===== src/rtl/mult_div_unit.sv =====
// mult_div_unit: iterative 32-step shift-add multiply / restoring divide owning HI/LO.
// Fixed 33-cycle latency from start edge to commit; MTHI/MTLO writes only when idle.
module mult_div_unit #(
  parameter int WIDTH = 32
) (
  input  logic             clk,
  input  logic             rst_n,
  input  logic             start_i,
  input  logic [1:0]       op_i,
  input  logic [WIDTH-1:0] rs_i,
  input  logic [WIDTH-1:0] rt_i,
  input  logic             hi_we_i,
  input  logic             lo_we_i,
  input  logic [WIDTH-1:0] wd_i,
  output logic             busy_o,
  output logic             done_o,
  output logic [WIDTH-1:0] hi_o,
  output logic [WIDTH-1:0] lo_o
);
  localparam int CW = $clog2(WIDTH);
  typedef enum logic [1:0] {IDLE, CALC, FIX} state_t;
  state_t           state_q;
  logic [CW-1:0]    cnt_q;
  logic [1:0]       op_q;
  logic [WIDTH-1:0] a_q, acc_q, x_q, hi_q, lo_q;
  logic [WIDTH-1:0] acc_d, x_d, hi_d, lo_d, rs_mag, rt_mag, sub;
  logic             neg_q, rs_neg_q, dz_q, busy_q, done_q;
  logic             sgn, ge;
  logic [WIDTH:0]   sum, sh;
  logic [2*WIDTH-1:0] prod;
  always_comb begin
    sgn    = ~op_i[0];
    rs_mag = (sgn & rs_i[WIDTH-1]) ? -rs_i : rs_i;
    rt_mag = (sgn & rt_i[WIDTH-1]) ? -rt_i : rt_i;
    sum    = {1'b0, acc_q} + (x_q[0] ? {1'b0, a_q} : '0);
    sh     = {acc_q, x_q[WIDTH-1]};
    ge     = sh >= {1'b0, a_q};
    sub    = sh[WIDTH-1:0] - a_q;
    acc_d  = op_q[1] ? (ge ? sub : sh[WIDTH-1:0]) : sum[WIDTH:1];
    x_d    = op_q[1] ? {x_q[WIDTH-2:0], ge} : {sum[0], x_q[WIDTH-1:1]};
    prod   = neg_q ? -{acc_q, x_q} : {acc_q, x_q};
    // A zero divisor leaves rem=|rs|, so re-signing it restores the original rs in HI
    hi_d   = op_q[1] ? (rs_neg_q ? -acc_q : acc_q) : prod[2*WIDTH-1:WIDTH];
    lo_d   = op_q[1] ? (dz_q ? '1 : (neg_q ? -x_q : x_q)) : prod[WIDTH-1:0];
  end
  always_ff @(posedge clk or negedge rst_n) begin
    if (!rst_n) begin
      state_q  <= IDLE;
      cnt_q    <= '0;
      op_q     <= '0;
      a_q      <= '0;
      acc_q    <= '0;
      x_q      <= '0;
      hi_q     <= '0;
      lo_q     <= '0;
      neg_q    <= 1'b0;
      rs_neg_q <= 1'b0;
      dz_q     <= 1'b0;
      busy_q   <= 1'b0;
      done_q   <= 1'b0;
    end else begin
      done_q <= 1'b0;
      case (state_q)
        IDLE: begin
          if (start_i) begin
            state_q  <= CALC;
            busy_q   <= 1'b1;
            cnt_q    <= '0;
            op_q     <= op_i;
            acc_q    <= '0;
            a_q      <= op_i[1] ? rt_mag : rs_mag;
            x_q      <= op_i[1] ? rs_mag : rt_mag;
            neg_q    <= sgn & (rs_i[WIDTH-1] ^ rt_i[WIDTH-1]);
            rs_neg_q <= sgn & rs_i[WIDTH-1];
            dz_q     <= rt_i == '0;
          end else begin
            if (hi_we_i) hi_q <= wd_i;
            if (lo_we_i) lo_q <= wd_i;
          end
        end
        CALC: begin
          acc_q <= acc_d;
          x_q   <= x_d;
          cnt_q <= cnt_q + 1'b1;
          if (cnt_q == CW'(WIDTH-1)) state_q <= FIX;
        end
        FIX: begin
          hi_q    <= hi_d;
          lo_q    <= lo_d;
          done_q  <= 1'b1;
          busy_q  <= 1'b0;
          state_q <= IDLE;
        end
        default: state_q <= IDLE;
      endcase
    end
  end
  assign busy_o = busy_q;
  assign done_o = done_q;
  assign hi_o   = hi_q;
  assign lo_o   = lo_q;
endmodule


===== config.mk =====
export PLATFORM = sky130hd
export DESIGN_NAME = mult_div_unit
export DESIGN_NICKNAME = d
export VERILOG_FILES = /design/src/rtl/mult_div_unit.sv
export SDC_FILE = /design/constraint.sdc
export NUM_CORES = 1
export LEC_CHECK = 0
export BUFFER_PORTS_ARGS = -buffer_cell sky130_fd_sc_hd__buf_2
export CAP_MARGIN = 20
export CORE_MARGIN = 5
export CORE_UTILIZATION = 45
export CTS_CLUSTER_DIAMETER = 120
export DETAILED_ROUTE_END_ITERATION = 12
export GPL_ROUTABILITY_DRIVEN = 1
export MAX_ROUTING_LAYER = met4
export PLACE_DENSITY_LB_ADDON = 0.15
export SETUP_SLACK_MARGIN = 0.2
export SLEW_MARGIN = 10
export SYNTH_ARGS = -nofsm -noshare
export SYNTH_HDL_FRONTEND = slang
export SYNTH_SLANG_ARGS = --single-unit

===== constraint.sdc =====
create_clock -name clk -period 9.49 [get_ports clk]
set_clock_uncertainty 0.2 [all_clocks]
set_input_delay 2.847 -clock clk [delete_from_list [all_inputs] [get_ports clk]]
set_output_delay 2.847 -clock clk [all_outputs]
set_load 0.005 [all_outputs]

# After elaboration in Yosys (flattened, before gate mapping)
# Index checks and enable logic that the tools add are counted.
# classes
mux	32
magnitude_cmp	1
n_reduce_logical	10
eq_ne	8
bitwise_logic	5
addsub	8
# ops
op	count
2-to-1 mux 32 bit	19
case mux 32 bit (2 select lines)	4
negator 32 bit	4
2-to-1 mux 64 bit	1
negator 64 bit	1
adder 32 x 32 -> 33 bit	1
greater-or-equal comparator 33 x 32 -> 1 bit	1
zero test 32 bit	1
subtractor 32 bit	1
!= test 2 bit, second input constant	5
case mux 5 bit (2 select lines)	1
AND reduction 2 bit	4
AND reduction 3 bit	2
adder 5 x 1 -> 5 bit, second input constant	1
equality test 5 bit, second input constant	1
2-to-1 mux 5 bit	1
2-to-1 mux 2 bit	2
case mux 2 bit (2 select lines)	1
nonzero test 2 bit	2
AND 1 bit	3
equality test 2 x 1 -> 1 bit, second input constant	1
equality test 2 bit, second input constant	1
zero test 2 bit	1
2-to-1 mux 1 bit	2
3 further kinds	3
# word_totals
word_cells	77
inputBits	103
register_bits	174
out_inout_bits	66

# Depth between registers and ports, before layout
# Gate-level depths: netlist (run 1).
# depth
ltp_word	6
mapped_depth	14
depth_no_buf	13

# Worst setup path after synthesis (run 1)
# No wires, ideal clock.
# synth_path
path_kind	input to register
start	input rt_i[6]
end	register x_q[27]
path_buffers	0
required_ns	9.186
cell_stages	9
path_slack_ns	3.844
setup_ns	0.104
arrival_time_ns	5.343
path_cell_list	or4_1 > nor3b_1 > nand2_1 > or2_1 > or4_1 > o41ai_2 > xnor2_1 > o21ai_0 > a221oi_1
# synth_between
elab_chain_len	5
# synth_rtl
element	line_no	text
start: declaration	11	input logic [WIDTH-1:0] rt_i,
negator 32 bit	34	rt_mag = (sgn & rt_i[WIDTH-1]) ? -rt_i : rt_i;
2-to-1 mux 32 bit	34	
2-to-1 mux 32 bit	72	x_q <= op_i[1] ? rs_mag : rt_mag;
2-to-1 mux 32 bit	65	if (start_i) begin
case mux 32 bit (2 select lines)	63	case (state_q)
end signal: assignment	72	
end: declaration	25	logic [WIDTH-1:0] a_q, acc_q, x_q, hi_q, lo_q;
# Every way passes these cells. The select of a mux whose other input is x is not followed.
# A chain may end at the register's enable or synchronous reset.

# Worst setup path in the final report (run 1)
# Same ends and word-level chain as after synthesis.

==> impl_metrics.ini, run 1 <==
[run_status]
status = finished, final reports clean

[detailed_routing]
routed_wl_um = 54600
dr.pass1.iters = 5
vias = 15000
viasPerCell = 6.15
antenna_left = 0
first_iter_violations = 1292
drc_errors = 0
wl_per_cell_um = 22.4

[clock_network]
postCtsSetupBuffers = 0
clock_latency_ns = 0.46
ctsHoldBuffers = 0
cts_resized = 0
cts_buffers = 17
cts_sinks = 173
clk_pin_slew_ns = 0.08
clockRootBuffer = clkbuf_16
htree_num_levels = 4
cts_buffer_depth = 2
tritoncts = done

[floorplanning]
fp.coreArea_um2 = 32600
die_x_um = 192
dieArea_um2 = 36800
top_level_ports = 169
start_util = 0.456
rows = 66
die_h_um = 192

[worst_hold_path]
hp-class = reg2reg
whs_endpoint = lo_o[16]$_DFFE_PN0P_
whs_path_depth = 2
hold_start = lo_o[16]$_DFFE_PN0P_

[global_route]
antenna_found_initial = 1
first_global_vias = 13900
grt_max_degree = 75
grt_util_all_layers = 0.301
grt_pass1_wl_um = 83100
grt.overflow.total = 0

[critical_path]
rr_worst_depth = 13
cp_cell_sequence = buf_2 > or4_1 > nor3b_1 > nand2_1 > or2_1 > or4_1 > o41ai_2 > xnor2_1 > o21ai_0 > a221oi_1
rr_endpoint = acc_q[17]$_DFFE_PN0P_
crit_arrival_ns = 5.74
required_ns = 9.64
worstPathMaxFanout = 5
path_class = in2reg
cp_top_family = simple AND/OR/NAND/NOR gates
crit_path_start = rt_i[6]
slowest_stage = or4_1
critPathLaunchType = primary input
crit_top_cell = or4_1
r2r_slack_ns = 5.10
path_buf_inv = 1
cp_slowest_stage_delay_ns = 0.61
end_kind = flop
worstReg2RegStart = x_q[0]$_DFFE_PN0P_

[final_layout]
area_growth_pct = 11.6
nets = 2162
fin_area_um2 = 16600
drive_above_1_share = 0.126
fin_util = 0.509

[synthesis]
synth_most_common_cell = nand2_1
syn_nets = 2072
synthTopCellsByCount = 210 x nand2_1, 173 x dfrtp_1, 169 x o21ai_0, 168 x a21oi_1, 153 x nor2_1
synth.cell_area_um2 = 14900
ys_seq_area_frac = 0.291
netlist.area_leader.share = 0.291
synth_warnings = 0
synth_area_leaders = dfrtp_1 29%, ha_1 5.9%, xnor2_1 5.7%
synth_flop_cell = dfrtp_1
ys_async_sr_fraction = 1.00
synthDistinctLibCells = 77
synth_top_cell_by_area = dfrtp_1
ys_seq_elements = 173
synth_area_per_cell_um2 = 7.85
synth_edf_count = 0
syn_inst = 1897

[timing]
maxSlewViolCount = 0
rsz0062_at_grt = no
worstMarginPinSlew_ns = 0.935
setup_tns_ns = 0
max_freq_mhz = 179
fin_ws_ns = 3.90
setup_viol = 0
slew_headroom = 0.375
min_period_ns = 5.59
hold_violations = 0
fin_crit_sh = 0.589

[placed_design]
hpwl_um = 42300
placed_cell_area_um2 = 16000
gp_congestion = 0.996
dp_slack_ns = 3.48
io_buffers = 168

[pwr]
p_leak_nw = 7.15
powerDensity_nw_per_um2 = 398
p_comb_frac = 0.643
p_switching_mw = 3.44
power.internal_mw = 3.18
seqPwrFrac = 0.250
ir_drop_v = 0.000180
clkPwrFrac = 0.107
switching_share = 0.520
total_power_mw = 6.62

[run]
maxCapViolations = 0
-- cell type report --
cell class,instances,area [um2]
Tap cell,442,553
Antenna cell,1,2.50
Clock inverter,15,151
Multi-Input combinational cell,1536,9890
Inverter,72,270
Clock buffer,17,425
Timing Repair Buffer,187,995
Fill cell,3220,16000
Sequential cell,173,4330
-- worst max-delay path by stage --
stage                                      to  slack (ns)  cells past startpoint
after global placement    x_q[27]$_DFFE_PN0P_        3.49                     10
after global routing      x_q[27]$_DFFE_PN0P_        3.77                     10
after floorplan           x_q[27]$_DFFE_PN0P_        3.84                      9
after detailed placement  x_q[27]$_DFFE_PN0P_        3.48                     10
final                     x_q[27]$_DFFE_PN0P_        3.90                     10
after CTS                 x_q[27]$_DFFE_PN0P_        3.95                     10
-- cells by family (layout without fill, tap and decap cells) --
family	after synthesis	count (layout)	synth area share
buf+inv	188	291	0.0476
other cells	0	1	0
flops	173	173	0.291
simple gates	575	575	0.179
mux	62	62	0.0419
fa+ha+maj	72	72	0.0615
compound gates	666	666	0.284
xor+xnor	161	161	0.0947
-- through the flow --
stage | cells | hold WS, ns
3_5_place_dp | 2409 | 0.260
2_1_floorplan | 1897 | 0.249
4_1_cts | 2441 | 0.283
5_1_grt | 2443 | 0.298
3_3_place_gp | 2409 | 0.256
6_report | 2443 | 0.274
-- per-layer routing --
metal  track usage  vias up  share of wire
li1              -     7132              -
met1         0.431     7151           0.45
met2         0.433      674           0.43
met3        0.0549       68          0.091
met4        0.0928        0          0.031
met5             -        -              0
-- tightest hold or removal path, delay by kind of cell, from the launching register on --
kind,cells,cell delay [ns]
flip-flops,1,0.34
AO/OA/AOI/OAI,1,0.06
AND/OR/NAND/NOR,1,0.04
-- flip-flops by register name, summed over array words and instances, names as in the netlist --
name,flops
done_o,1
rs_neg_q,1
hi_o,32
lo_o,32
state_q,2
dz_q,1
a_q,32
neg_q,1
busy_o,1
acc_q,32
cnt_q,5
op_q,1
x_q,32
-- layout by cell type, fill, tap and decap left out, drive strengths merged, types with 48 or more instances in the layout --
cell and n:
a21oi 168, nand2 210, buf 186, mux2i 59, xor2 64, dfrtp 173
inv 80, xnor2 97, nor2 153, ha 70, o21ai 183, a211oi 48
-- power by group through the flow --
stage / clock network [mW] / logic [mW] / registers, mW
after global placement: 0 / 4.14 / 1.63
final: 0.710 / 4.26 / 1.65
after floorplan: 0 / 3.06 / 1.40
after global routing: 0.753 / 4.69 / 1.69
after CTS: 0.720 / 4.19 / 1.63
after detailed placement: 0 / 4.18 / 1.64
(Power assumes the default switching activity.)
==> run 2, diff against run 1 <==
clock period = 5.77 ns   (was 9.49 ns; I/O delays follow)
==> impl_metrics.ini, run 2 (synthesis results as in run 1) <==
[timing]
fin_crit_sh = 0.795
maxSlewViolCount = 0
max_freq_mhz = 218
setup_viol = 0
fin_ws_ns = 1.18
hold_violations = 0
hold_ws_ns = 0.274
setup_tns_ns = 0
slew_headroom = 0.360
worstMarginPinSlew_ns = 0.957
rsz0062_at_grt = no
min_period_ns = 4.59

[critical_path]
required_ns = 5.91
path_class = in2reg
critPathLaunchType = primary input
end_kind = flop
crit_arrival_ns = 4.73
worstPathMaxFanout = 5

[detailed_routing]
dr.pass1.iters = 5
drc_errors = 0
vias = 15100
routed_wl_um = 55600
viasPerCell = 6.14
antenna_left = 0
first_iter_violations = 1805
wl_per_cell_um = 22.7

[pwr]
clkPwrFrac = 0.112
seqPwrFrac = 0.244
p_comb_frac = 0.644
p_switching_mw = 5.66
p_leak_nw = 7.20
switching_share = 0.516
power.internal_mw = 5.32
ir_drop_v = 0.000300
powerDensity_nw_per_um2 = 656

[floorplanning]
fp.coreArea_um2 = 32600
start_util = 0.456
die_x_um = 192
top_level_ports = 169
die_h_um = 192
dieArea_um2 = 36800
rows = 66

[clock_network]
clockRootBuffer = clkbuf_16
ctsHoldBuffers = 0
cts_buffer_depth = 2
htree_num_levels = 4
tritoncts = done
cts_buffers = 17
clk_pin_slew_ns = 0.07
cts_sinks = 173
clock_latency_ns = 0.46
cts_resized = 0
postCtsSetupBuffers = 0

[global_route]
grt_pass1_wl_um = 84300
grt_util_all_layers = 0.307
antenna_found_initial = 0
first_global_vias = 14000
grt_max_degree = 90
grt.overflow.total = 0

[final_layout]
drive_above_1_share = 0.131
final_cell_mix = 209 x nand2_1, 172 x dfrtp_1, 169 x o21ai_0, 168 x a21oi_1, 167 x buf_2
layoutNonFillerInstCount = 2451
fin_util = 0.513
nets = 2171
diodes = 0
final_common_cell = nand2_1
area_growth_pct = 12.4
num-fill-cells = 3223

[worst_hold_path]
hp-class = reg2reg

[run_status]
status = finished, final reports clean

[placed_design]
dp_slack_ns = 0.751
hpwl_um = 43100
io_buffers = 168
placed_cells = 2419
gp_congestion = 0.991

[run]
maxCapViolations = 0
run 2: cell type report:
class                   count  area, um2  share of cell area
well taps                 442        553              0.0331
flip-flops and latches    173       4330               0.259
multi-input cells        1536       9890               0.591
clock buffers              18        439              0.0262
inverters                  72        270              0.0162
clock inverters            14        176              0.0105
repair buffers            196       1070              0.0639
run 2: routing by layer:
layer | vias up | part of all wire | track usage
li1 | 7132 | - | -
met1 | 7173 | 0.46 | 0.442
met2 | 669 | 0.42 | 0.437
met3 | 80 | 0.088 | 0.0578
met4 | 0 | 0.030 | 0.0956
met5 | - | 0 | -
run 2: worst max-delay path, cell delays in order:
cell,delay (ns)
buf_2,0.12
or4_1,0.60
nor3b_1,0.57
nand2_1,0.17
or2_1,0.26
or4_1,0.44
o41ai_2,0.25
xnor2_1,0.17
o21ai_0,0.09
a221oi_1,0.32
run 2: path summary, 6_finish.rpt:
| path | endpoint | depth (start not counted) | slack, ns | start |
|---|---|---|---|---|
| min in group asynchronous | acc_q[30]$_DFFE_PN0P_ | 1 | 1.14 | rst_n |
| max | x_q[27]$_DFFE_PN0P_ | 10 | 1.18 | rt_i[4] |
| max reg2reg | acc_q[17]$_DFFE_PN0P_ | 12 | 1.24 | x_q[0]$_DFFE_PN0P_ |
| min reg2reg | lo_o[17]$_DFFE_PN0P_ | 2 | 0.27 | lo_o[17]$_DFFE_PN0P_ |
| max in group asynchronous | lo_o[2]$_DFFE_PN0P_ | 2 | 3.37 | rst_n |
| min | lo_o[17]$_DFFE_PN0P_ | 2 | 0.27 | lo_o[17]$_DFFE_PN0P_ |
run 2: per-stage QoR:
step	power, mW	cell area [um2]
finish	11.0	16700
global route	11.8	16700
CTS	10.9	16700
detailed placement	9.60	16100
global placement	9.54	16100
floorplan	7.34	14900
run 2: power groups by stage:
stage	registers, mW	clock network [mW]	logic (mW)
after floorplan	2.30	0	5.03
after global placement	2.65	0	6.89
after detailed placement	2.66	0	6.94
after CTS	2.64	1.24	6.98
after global routing	2.75	1.29	7.79
final	2.68	1.23	7.07
==> run 3, diff against run 2 <==
clock period = 3.7 ns   (was 5.77 ns; I/O delays follow)
==> impl_metrics.ini, run 3 (synthesis results as in run 1) <==
[clock_network]
cts_sinks = 173
htree_num_levels = 4
clk_pin_slew_ns = 0.07
clock_latency_ns = 0.46
clockRootBuffer = clkbuf_16
ctsHoldBuffers = 0
cts_buffers = 17
cts_buffer_depth = 2
tritoncts = done

[timing]
maxSlewViolCount = 0
rsz0062_at_grt = yes
max_freq_mhz = 284
hold_violations = 0
slew_headroom = 0.444
worstMarginPinSlew_ns = 0.833
setup_viol = 0
min_period_ns = 3.53
setup_tns_ns = 0
fin_ws_ns = 0.173
fin_crit_sh = 0.953
hold_ws_ns = 0.276

[detailed_routing]
viasPerCell = 6.13
wl_met2_um = 25000
routed_wl_um = 59700
m1WireLength_um = 26700
wl_per_cell_um = 22.9
dr.pass1.iters = 8
topRoutingLayerUsed = met4
drc_errors = 0
route.met3.wl_um = 6050
first_iter_violations = 1725
antenna_left = 0
vias = 16000

[placed_design]
hpwl_um = 47000
placed_cell_area_um2 = 17300
dp_slack_ns = -0.223
io_buffers = 168
placed_cells = 2559
gp_congestion = 1.00

[critical_path]
crit_arrival_ns = 3.66
worstPathMaxFanout = 3
rr_endpoint = acc_q[29]$_DFFE_PN0P_
path_class = reg2reg
worstReg2RegStart = a_q[0]$_DFFE_PN0P_
required_ns = 3.83
r2r_slack_ns = 0.17
rr_worst_depth = 14
critPathLaunchType = flop
end_kind = flop

[floorplanning]
rows = 66
die_h_um = 192
die_x_um = 192
fp.coreArea_um2 = 32600
top_level_ports = 169
dieArea_um2 = 36800
start_util = 0.456

[final_layout]
diodes = 0
nets = 2329
drive_above_1_share = 0.223
layoutNonFillerInstCount = 2608
final_common_cell = nand2_1
fin_util = 0.564
area_growth_pct = 23.6
fin_area_um2 = 18400
final_cell_mix = 209 x nand2_1, 175 x buf_4, 168 x dfrtp_1, 167 x buf_2, 164 x o21ai_0

[worst_hold_path]
hold_start = lo_o[16]$_DFFE_PN0P_
whs_path_depth = 2
hp-class = reg2reg
whs_endpoint = lo_o[16]$_DFFE_PN0P_

[global_route]
grt.overflow.total = 0
first_global_vias = 14500
antenna_found_initial = 1
grt_pass1_wl_um = 88000
grt_util_all_layers = 0.323
grt_max_degree = 99

[pwr]
powerDensity_nw_per_um2 = 1060
ir_drop_v = 0.000599
total_power_mw = 19.4
p_leak_nw = 8.05

[run]
maxCapViolations = 0

[run_status]
status = finished, final reports clean
[run 3: cell types whose count changed in the layout (fill, tap and decap cells not counted), sizes merged]
cell    delta
clkbuf     +2
clkinv     -3
bufinv     +2
buf      +156
[run 3: critical path, cell delays in order, from the launching register on]
cell       delay, ns
dfrtp_2         0.46
and2_1          0.18
ha_1            0.21
inv_1           0.08
fa_1            0.26
nor2b_4         0.07
o31ai_4         0.26
a211oi_2        0.11
buf_4           0.16
o211a_4         0.26
o2111ai_4       0.28
a31oi_4         0.17
a31o_2          0.28
a311oi_1        0.29
o21ai_1         0.12
[run 3: timing repair]
| item | CTS | global route |
|---|---|---|
| resized for setup | 17 | 63 |
| pin swaps | 4 | 21 |
| buffers inserted | 3 | 13 |
| cloned | 0 | 2 |
| setup endpoints to repair | 10 | 41 |
[run 3: power by group]
group / switching (mW) / leakage [nW] / internal [mW]
registers: 0.968 / 2.07 / 2.86
logic: 8.04 / 5.69 / 5.61
clock network: 0.874 / 0.297 / 1.08
[run 3: how the worst max path moves through the flow]
stage                  startpoint                    end  slack, ns  depth (start not counted)
2_1_floorplan             rt_i[6]    x_q[27]$_DFFE_PN0P_      0.002                          9
3_3_place_gp             rt_i[12]    x_q[27]$_DFFE_PN0P_      -0.15                         10
3_5_place_dp             rt_i[12]    x_q[27]$_DFFE_PN0P_      -0.22                         10
4_1_cts        x_q[0]$_DFFE_PN0P_  acc_q[29]$_DFFE_PN0P_       0.16                         13
5_1_grt        x_q[0]$_DFFE_PN0P_  acc_q[29]$_DFFE_PN0P_       0.04                         13
6_report       a_q[0]$_DFFE_PN0P_  acc_q[29]$_DFFE_PN0P_       0.17                         14
[run 3: layout make-up]
class | count | area (um2)
multi-input cells | 1536 | 10300
well taps | 442 | 553
clock buffers | 18 | 429
clock inverters | 13 | 180
fillers | 3097 | 14200
flip-flops and latches | 173 | 4340
repair buffers | 354 | 2360
inverters | 72 | 275
[run 3: routing by layer]
layer / up-vias / track usage
li1: 7436 / -
met1: 7617 / 0.467
met2: 850 / 0.449
met3: 83 / 0.0669
met4: 0 / 0.104
met5: - / -
